**config.mk**
```make
export PLATFORM = sky130hd
export DESIGN_NAME = div_arbiter
export DESIGN_NICKNAME = d
export VERILOG_FILES = /design/src/rtl/div_pkg.sv /design/src/rtl/div_core.sv /design/src/rtl/div_arbiter.sv
export SDC_FILE = /design/constraint.sdc
export NUM_CORES = 1
export LEC_CHECK = 0
export CAP_MARGIN = 20
export CORE_MARGIN = 5
export CORE_UTILIZATION = 50
export DETAILED_ROUTE_END_ITERATION = 6
export PLACE_DENSITY = 0.81
export SYNTH_ARGS = -nofsm -noshare
export SYNTH_HDL_FRONTEND = slang
export SYNTH_SLANG_ARGS = --single-unit
```
**constraint.sdc**
```tcl
create_clock -name clk -period 3.9 [get_ports clk]
set_clock_uncertainty 0.05 [all_clocks]
set_input_delay 0.39 -clock clk [delete_from_list [all_inputs] [get_ports clk]]
set_output_delay 0.39 -clock clk [all_outputs]
set_load 0.02 [all_outputs]
```
**src/rtl/div_pkg.sv**
```systemverilog
// ---------------------------------------------------------------------------
// div_pkg
// Shared definitions for the two-requester divider arbiter.
//   - DIV_WIDTH : default operand / quotient / remainder width
//   - NREQ      : number of requesters sharing the divider
//   - div_state_t : arbiter FSM encoding (IDLE, SUB, RESP)
//   - all_ones() : helper returning the all-ones quotient used on divide-by-zero
// Optional feature macro: DIV_ARB_EARLY_EXIT_EN (used by div_arbiter).
// ---------------------------------------------------------------------------
package div_pkg;

    localparam int DIV_WIDTH = 4;
    localparam int NREQ      = 2;

    typedef enum logic [1:0] {
        ST_IDLE = 2'd0,
        ST_SUB  = 2'd1,
        ST_RESP = 2'd2
    } div_state_t;

    // Quotient reported for a zero divisor.
    function automatic logic [DIV_WIDTH-1:0] all_ones();
        return {DIV_WIDTH{1'b1}};
    endfunction

endpackage

```
**src/rtl/div_core.sv**
```systemverilog
// ---------------------------------------------------------------------------
// div_core
// Restoring-free, subtract-per-cycle unsigned divider datapath.
// Holds the running remainder, the captured divisor and the quotient count.
// The sequencing (when to load, when to step, when to stop) is owned by the
// instantiating FSM.
// Ports:
//   clk, rst  : clock and synchronous active-high reset
//   i_load    : capture i_num / i_den, clear quotient
//   i_num     : dividend to load
//   i_den     : divisor to load
//   i_step    : perform one subtract step (only issued while o_ge is high)
//   o_ge      : running remainder >= captured divisor
//   o_quot    : quotient accumulated so far
//   o_rem     : running remainder
// ---------------------------------------------------------------------------
module div_core #(
    parameter int WIDTH = 4
) (
    input  logic             clk,
    input  logic             rst,
    input  logic             i_load,
    input  logic [WIDTH-1:0] i_num,
    input  logic [WIDTH-1:0] i_den,
    input  logic             i_step,
    output logic             o_ge,
    output logic [WIDTH-1:0] o_quot,
    output logic [WIDTH-1:0] o_rem
);

    logic [WIDTH-1:0] r_rem;
    logic [WIDTH-1:0] r_den;
    logic [WIDTH-1:0] r_quot;

    // Subtraction is only ever applied when r_rem >= r_den, so it cannot
    // underflow; the quotient peaks at 2^WIDTH-1 (den=1), so it cannot wrap.
    logic [WIDTH-1:0] w_rem_next;
    logic [WIDTH-1:0] w_quot_next;

    assign o_ge        = (r_rem >= r_den);
    assign w_rem_next  = r_rem - r_den;
    assign w_quot_next = r_quot + {{(WIDTH-1){1'b0}}, 1'b1};

    always_ff @(posedge clk) begin
        if (rst) begin
            r_rem  <= '0;
            r_den  <= '0;
            r_quot <= '0;
        end else if (i_load) begin
            r_rem  <= i_num;
            r_den  <= i_den;
            r_quot <= '0;
        end else if (i_step) begin
            r_rem  <= w_rem_next;
            r_quot <= w_quot_next;
        end
    end

    assign o_quot = r_quot;
    assign o_rem  = r_rem;

endmodule

```
**src/rtl/div_arbiter.sv**
```systemverilog
// ---------------------------------------------------------------------------
// div_arbiter
// Shares one iterative subtract-based divider between two requesters.
// Round-robin grant in IDLE, one operation in flight, single response
// channel with valid/ready hold semantics.
// Ports:
//   clk, rst   : clock, synchronous active-high reset
//   req_valid  : per-requester operation pending
//   req_num    : dividends, requester i at [i*WIDTH +: WIDTH]
//   req_den    : divisors, same packing
//   req_ready  : per-requester accept strobe (combinational, IDLE only)
//   rsp_valid  : response held valid until rsp_ready
//   rsp_ready  : consumer takes the response
//   rsp_id     : requester owning the response
//   rsp_quot   : quotient (all ones on divide-by-zero)
//   rsp_rem    : remainder (dividend on divide-by-zero)
//   rsp_err    : divide-by-zero flag
//   busy       : high whenever the FSM is not in IDLE
// Optional feature macro: DIV_ARB_EARLY_EXIT_EN
//   When defined, num<den (den!=0) is answered straight from IDLE with
//   quot=0, rem=num, saving the single compare cycle in SUB.
// ---------------------------------------------------------------------------
module div_arbiter
    import div_pkg::*;
#(
    parameter int WIDTH = DIV_WIDTH
) (
    input  logic                  clk,
    input  logic                  rst,
    input  logic [NREQ-1:0]       req_valid,
    input  logic [NREQ*WIDTH-1:0] req_num,
    input  logic [NREQ*WIDTH-1:0] req_den,
    output logic [NREQ-1:0]       req_ready,
    output logic                  rsp_valid,
    input  logic                  rsp_ready,
    output logic                  rsp_id,
    output logic [WIDTH-1:0]      rsp_quot,
    output logic [WIDTH-1:0]      rsp_rem,
    output logic                  rsp_err,
    output logic                  busy
);

    // -----------------------------------------------------------------------
    // Registers
    // -----------------------------------------------------------------------
    div_state_t       r_state;
    logic             r_last_grant;
    logic             r_rsp_valid;
    logic             r_rsp_id;
    logic [WIDTH-1:0] r_rsp_quot;
    logic [WIDTH-1:0] r_rsp_rem;
    logic             r_rsp_err;
    logic             r_busy;

    // -----------------------------------------------------------------------
    // Operand unpacking
    // -----------------------------------------------------------------------
    logic [WIDTH-1:0] w_num_arr [NREQ];
    logic [WIDTH-1:0] w_den_arr [NREQ];

    genvar gi;
    generate
        for (gi = 0; gi < NREQ; gi++) begin : g_unpack
            assign w_num_arr[gi] = req_num[gi*WIDTH +: WIDTH];
            assign w_den_arr[gi] = req_den[gi*WIDTH +: WIDTH];
        end
    endgenerate

    // -----------------------------------------------------------------------
    // Grant: only in IDLE. On a tie the requester that did not win last
    // time gets it; r_last_grant resets to 1 so requester 0 wins first.
    // -----------------------------------------------------------------------
    logic             w_idle;
    logic             w_accept;
    logic             w_grant;
    logic [WIDTH-1:0] w_sel_num;
    logic [WIDTH-1:0] w_sel_den;
    logic             w_den_zero;
    logic             w_num_lt_den;

    assign w_idle   = (r_state == ST_IDLE);
    assign w_accept = w_idle && (|req_valid);

    always_comb begin
        w_grant = 1'b0;
        if (req_valid == 2'b11) begin
            w_grant = ~r_last_grant;
        end else if (req_valid[1]) begin
            w_grant = 1'b1;
        end
    end

    generate
        for (gi = 0; gi < NREQ; gi++) begin : g_ready
            assign req_ready[gi] = w_accept && (w_grant == gi[0]);
        end
    endgenerate

    assign w_sel_num    = w_num_arr[w_grant];
    assign w_sel_den    = w_den_arr[w_grant];
    assign w_den_zero   = (w_sel_den == '0);
    assign w_num_lt_den = (w_sel_num < w_sel_den);

    // -----------------------------------------------------------------------
    // Divider datapath
    // -----------------------------------------------------------------------
    logic             w_core_ge;
    logic             w_core_step;
    logic [WIDTH-1:0] w_core_quot;
    logic [WIDTH-1:0] w_core_rem;

    assign w_core_step = (r_state == ST_SUB) && w_core_ge;

    div_core #(
        .WIDTH (WIDTH)
    ) u_core (
        .clk    (clk),
        .rst    (rst),
        .i_load (w_accept),
        .i_num  (w_sel_num),
        .i_den  (w_sel_den),
        .i_step (w_core_step),
        .o_ge   (w_core_ge),
        .o_quot (w_core_quot),
        .o_rem  (w_core_rem)
    );

    // -----------------------------------------------------------------------
    // Control FSM with registered response outputs
    // -----------------------------------------------------------------------
    always_ff @(posedge clk) begin
        if (rst) begin
            r_state      <= ST_IDLE;
            r_last_grant <= 1'b1;
            r_rsp_valid  <= 1'b0;
            r_rsp_id     <= 1'b0;
            r_rsp_quot   <= '0;
            r_rsp_rem    <= '0;
            r_rsp_err    <= 1'b0;
            r_busy       <= 1'b0;
        end else begin
            case (r_state)
                ST_IDLE: begin
                    if (w_accept) begin
                        r_last_grant <= w_grant;
                        r_rsp_id     <= w_grant;
                        r_busy       <= 1'b1;
                        if (w_den_zero) begin
                            r_rsp_err   <= 1'b1;
                            r_rsp_quot  <= all_ones();
                            r_rsp_rem   <= w_sel_num;
                            r_rsp_valid <= 1'b1;
                            r_state     <= ST_RESP;
`ifdef DIV_ARB_EARLY_EXIT_EN
                        end else if (w_num_lt_den) begin
                            r_rsp_err   <= 1'b0;
                            r_rsp_quot  <= '0;
                            r_rsp_rem   <= w_sel_num;
                            r_rsp_valid <= 1'b1;
                            r_state     <= ST_RESP;
`endif
                        end else begin
                            r_state <= ST_SUB;
                        end
                    end
                end

                ST_SUB: begin
                    // The core steps on its own while ge holds; the first
                    // failing compare ends the division.
                    if (!w_core_ge) begin
                        r_rsp_quot  <= w_core_quot;
                        r_rsp_rem   <= w_core_rem;
                        r_rsp_err   <= 1'b0;
                        r_rsp_valid <= 1'b1;
                        r_state     <= ST_RESP;
                    end
                end

                ST_RESP: begin
                    if (rsp_ready) begin
                        r_rsp_valid <= 1'b0;
                        r_busy      <= 1'b0;
                        r_state     <= ST_IDLE;
                    end
                end

                default: begin
                    r_rsp_valid <= 1'b0;
                    r_busy      <= 1'b0;
                    r_state     <= ST_IDLE;
                end
            endcase
        end
    end

    // The early-exit compare is only consumed when the feature is built in.
    logic w_unused;
    assign w_unused = w_num_lt_den;

    assign rsp_valid = r_rsp_valid;
    assign rsp_id    = r_rsp_id;
    assign rsp_quot  = r_rsp_quot;
    assign rsp_rem   = r_rsp_rem;
    assign rsp_err   = r_rsp_err;
    assign busy      = r_busy;

endmodule

```
=== Word level (Yosys, flattened, before mapping) ===
Cells that the tools add are included.

* Register bits: 27
* Output and inout port bits: 14

* Add/subtract/negate cells: 2
* Bitwise operators: 4
* Reductions and logical operators: 15
* $lt $le $gt $ge: 2
* Equal/unequal tests: 7
* Multiplexer cells: 32

{| class="wikitable"
|+ Operators by type and width
! cell !! number
|-
| $mux W4 || 14
|-
| $pmux W4 S2 || 2
|-
| $mux W1 || 8
|-
| $mux W2 || 4
|-
| $reduce_and A4 Y1 || 2
|-
| $pmux W1 S3 || 2
|-
| $pmux W2 S3 || 1
|-
| $reduce_and A3 Y1 || 2
|-
| $add A4 B1 Y4 const B || 1
|-
| $eq A2 B2 Y1 const B || 2
|-
| $ge A4 B4 Y1 || 1
|-
| $logic_and A1 B1 Y1 || 4
|-
| $logic_not A4 Y1 || 1
|-
| $ne A2 B1 Y1 const B || 2
|-
| $ne A2 B2 Y1 const B || 2
|-
| $reduce_bool A2 Y1 || 2
|-
| $reduce_or A2 Y1 || 2
|-
| $sub A4 B4 Y4 || 1
|-
| $not A1 Y1 || 3
|-
| $eq A2 B1 Y1 const B || 1
|-
| $ge A2 B2 Y1 const B || 1
|-
| $logic_not A2 Y1 || 1
|-
| $not A1 Y2 || 1
|-
| $pmux W1 S2 || 1
|-
| $reduce_and A2 Y1 || 1
|}

=== Longest topological paths before layout ===
* Word-level depth: 10
* Gate-level depth with buffers: 8
* Mapped depth without buffers: 8

=== Hierarchy ===
Synthesis repeated with hierarchy kept, for this count alone.

* Cells, all modules: 164
* Area total of the unflattened synthesis: 1,507.7 um^2

{| class="wikitable"
|+ By module, submodules not included
! module !! cells each !! times used !! sequential area each (um^2) !! area each (um^2)
|-
| div_arbiter || 94 || 1 || 300.3 || 865.8
|-
| div_core || 70 || 1 || 240.2 || 641.9
|}

=== Worst setup path before layout ===
No wires, ideal clock.

* Kind: register -> register
* Start: register u_core.r_rem[0] (netlist: u_core.o_rem[0])
* End: register r_rsp_quot[2] (netlist: rsp_quot[2])
* Setup time: 0.119 ns
* Stages on the path, launching flop included: 8
* Path buffers: 0
* Path slack: 1.960 ns
* Arrival time: 1.771 ns
* Cells stage by stage: dfxtp_1 -> inv_1 -> ha_1 -> fa_1 -> a21bo_1 -> a311o_4 -> o21ai_4 -> o221a_2

* Cells in the longest elaborated chain, start to end: 3

{| class="wikitable"
|+ RTL lines
! element !! line !! source
|-
| from (decl) || div_core.sv:31 || <nowiki>logic [WIDTH-1:0] r_rem;</nowiki>
|-
| from (signal assigned) || div_core.sv:50 || <nowiki>r_rem <= i_num;</nowiki>
|-
| from (signal assigned) || div_core.sv:54 || <nowiki>r_rem <= w_rem_next;</nowiki>
|-
| $ge A4 B4 Y1 || div_core.sv:40 || <nowiki>assign o_ge = (r_rem >= r_den);</nowiki>
|-
| $ne A2 B2 Y1 (no source line) || - ||
|-
| $reduce_and A4 Y1 (no source line) || - ||
|-
| to (signal assigned) || div_arbiter.sv:150 || <nowiki>r_rsp_quot <= all_ones();</nowiki>
|-
| to (signal assigned) || div_arbiter.sv:172 || <nowiki>r_rsp_quot <= w_core_quot;</nowiki>
|-
| to (decl) || div_arbiter.sv:50 || <nowiki>logic [WIDTH-1:0] r_rsp_quot;</nowiki>
|}

Every way passes these cells.
A chain may end at the register's enable or synchronous reset.

=== Final worst setup path ===
* Start: register r_state[1]
* End: output req_ready[1]

* Cells in the longest elaborated chain, start to end: 3

{| class="wikitable"
|+ RTL lines
! element !! line !! source
|-
| from (decl) || div_arbiter.sv:46 || <nowiki>div_state_t r_state;</nowiki>
|-
| from (signal assigned) || div_arbiter.sv:133 || <nowiki>r_state <= ST_IDLE;</nowiki>
|-
| from (signal assigned) || div_arbiter.sv:153 || <nowiki>r_state <= ST_RESP;</nowiki>
|-
| from (signal assigned) || div_arbiter.sv:163 || <nowiki>r_state <= ST_SUB;</nowiki>
|-
| $logic_not A2 Y1 || div_arbiter.sv:81 || <nowiki>assign w_idle = (r_state == ST_IDLE);</nowiki>
|-
| $logic_and A1 B1 Y1 || div_arbiter.sv:82 || <nowiki>assign w_accept = w_idle && (|req_valid);</nowiki>
|-
| $logic_and A1 B1 Y1 || div_arbiter.sv:95 || <nowiki>assign req_ready[gi] = w_accept && (w_grant == gi[0]);</nowiki>
|-
| to (decl) || div_arbiter.sv:33 || <nowiki>output logic [NREQ-1:0] req_ready,</nowiki>
|}

Every way passes these cells.

==> results.py <==
metrics = {
    "status": {
        "status": "finished clean",
    },
    "route": {
        "drtPass1Iterations": 4,
        "wl_um": 3200,
        "via_count": 1229,
        "drc_errors": 0,
        "initialDrtViolationCount": 31,
        "vias_per_cell": 5.77,
        "routedWlPerCell_um": 15.0,
        "ant_nets": 0,
    },
    "setup_path": {
        "cp-end-kind": "output pin",
        "crit_required_ns": 3.46,
        "crit_fanout": 14,
        "worstPathArrival_ns": 2.33,
        "path_class": "reg2out",
        "cp-start-kind": "flop",
        "reg2reg_depth": 8,
    },
    "clock_tree": {
        "cts_resized": 0,
        "ctsHtreeMaxLevel": 1,
        "cts_buffers": 3,
        "clockBufferDepth": 2,
        "clk_latency_ns": 0.32,
        "cts_tree": "built",
        "clock-sinks": 27,
        "post_cts_hold_buffer_count": 0,
        "path_clk_slew_ns": 0.15,
        "post_cts_buffers": 0,
        "root_buffer": "clkbuf_4",
    },
    "finish": {
        "area_growth_syn_to_layout_pct": 27.6,
        "fin_cells": 213,
        "antenna_cells": 0,
        "layout-drive-gt1-share": 0.0769,
        "final_nets": 210,
    },
    "timing": {
        "min_period_ns": 2.77,
        "rsz0062_at_grt": "no",
        "fmax_ghz": 0.361,
        "setup_viol": 0,
        "hold_ws_ns": 0.431,
        "maxSlewViolCount": 0,
        "post-route-period-util": 0.711,
        "tns_ns": 0,
        "finalHoldViolCount": 0,
        "slew_headroom": 0.436,
        "worst_slew_pin_slew_ns": 0.843,
    },
    "synth": {
        "synth_cells": 148,
        "synthDominantCellAreaShare": 0.395,
        "ys.flop_type": "dfxtp_1",
        "synth_nets": 175,
        "synth_edf_count": 0,
        "syn_area_sq_mm": 0.00137,
        "ys_ff_latch": 27,
        "yosys_warnings": 0,
        "synthArstFlopShare": 0,
        "synth_top_cell_by_area": "dfxtp_1",
        "ys_seq_area_frac": 0.395,
        "synth_cell_types": 39,
        "synth.area.top_cells": "dfxtp_1 (39%), mux2i_1 (10%), nor2_1 (6.6%)",
        "synth.avg_cell_area_sq_um": 9.26,
    },
    "global_route": {
        "grt_overflow": 0,
        "track_usage": 0.174,
        "antenna_found_initial": 0,
        "grt_max_degree": 24,
        "grt_pass1_wl_um": 5600,
        "grt_pass1_vias": 1278,
    },
    "power_and_ir_drop": {
        "ir_drop_mv": 0.429,
        "p_leak_uw": 0.000690,
        "powerDensity_mw_per_mm2": 778,
    },
    "placement": {
        "dp.cells": 209,
        "dp_hpwl_um": 2440,
        "io_buffers": 34,
        "place_congestion": 0.871,
    },
    "floorplanning": {
        "core_sq_mm": 0.00269,
        "row_count": 19,
        "start_util": 0.510,
        "num_io_pins": 35,
        "dieWidth_um": 62.3,
        "fp.dieArea_sq_mm": 0.00389,
        "die_y_um": 62.3,
    },
    "run": {
        "cap_violations": 0,
    },
    "min_path": {
        "hold_path.class": "reg2reg",
        "hold_depth": 2,
    },
}
[per-stage QoR]
stage           util  instance area [sq um]  setup slack (ns)  power (uW)
6_report       0.651                   1750              1.13        1360
5_1_grt        0.651                   1750             0.940        1470
4_1_cts        0.651                   1750              1.14        1360
3_5_place_dp   0.640                   1720              1.24        1240
3_3_place_gp   0.640                   1720              1.28        1210
2_1_floorplan      -                   1370              1.96        1000
[Yosys cell counts (2+ instances only)]
cell type and number:
xor2_1 4, a211oi_1 6, nor4_1 2, mux2i_1 14, o22ai_1 3, o221a_2 3
nor3_1 8, nand2_1 4, inv_1 8, nor2_1 24, o21ai_0 2, ha_1 5
dfxtp_1 27, a21oi_1 13
[cell type report]
cell class	count	area [sq um]
Timing Repair Buffer	35	348
Clock buffer	3	22.5
Sequential cell	27	541
Multi-Input combinational cell	108	763
Fill cell	231	938
Inverter	8	30.0
Tap cell	31	38.8
Clock inverter	1	5.00
[flip-flops by register name (all words and copies together), names as in the netlist]
name,flops
busy,1
r_last_grant,1
r_state,2
rsp_err,1
rsp_id,1
rsp_quot,4
rsp_rem,4
rsp_valid,1
u_core.o_quot,4
u_core.o_rem,4
u_core.r_den,4
[final timing paths]
path / slack [ns] / to / from
worst min register to register: 0.43 / rsp_valid / rsp_valid
worst max register to register: 1.73 / rsp_rem[2] / u_core.o_rem[0]
worst min-delay path: 0.43 / rsp_valid / rsp_valid
worst max-delay path: 1.13 / req_ready[1] / r_state[1]
[worst max-delay path: stages, from the launching register on]
cell and delay, ns:
dfxtp_1 0.41, nor2_1 0.27, o21a_1 0.46, and2_1 0.25
clkdlybuf4s50_1 0.62
[layer usage]
layer | vias to the layer above | GRT usage | routed length (um)
met5 | - | 0 | 0
met4 | 0 | 0.0849 | 54
met3 | 4 | 0.0342 | 172
met2 | 35 | 0.295 | 1580
met1 | 586 | 0.207 | 1390
li1 | 604 | - | -
[where the power goes]
group          switching, uW  total (uW)  internal [uW]
sequential              73.6         448            374
clock                   82.7         121           38.5
combinational            438         791            354
total                    594        1360            766
[cells by family (layout without fill, tap and decap cells)]
logic type                 Yosys count  after routing  synth area share
and+or+nand+nor                     43             43             0.141
xor gates and xnor gates             5              5            0.0320
DFF                                 27             27             0.395
buffers and inverters               13             47            0.0484
adders and majority gates            6              6            0.0603
AOI/OAI and AO/OA                   40             40             0.222
muxes                               14             14             0.102
[layout by cell type, fill, tap and decap left out, types with 2 or more instances in the layout]
cell,count
o22ai_1,3
ha_1,5
o221a_2,3
clkdlybuf4s50_1,34
nor4_1,2
a21oi_1,13
inv_1,8
nor2_1,24
xor2_1,4
nor3_1,8
nand2_1,4
mux2i_1,14
a211oi_1,6
o21ai_0,2
dfxtp_1,27
clkbuf_4,3
Power figures use the tool's default switching activity.
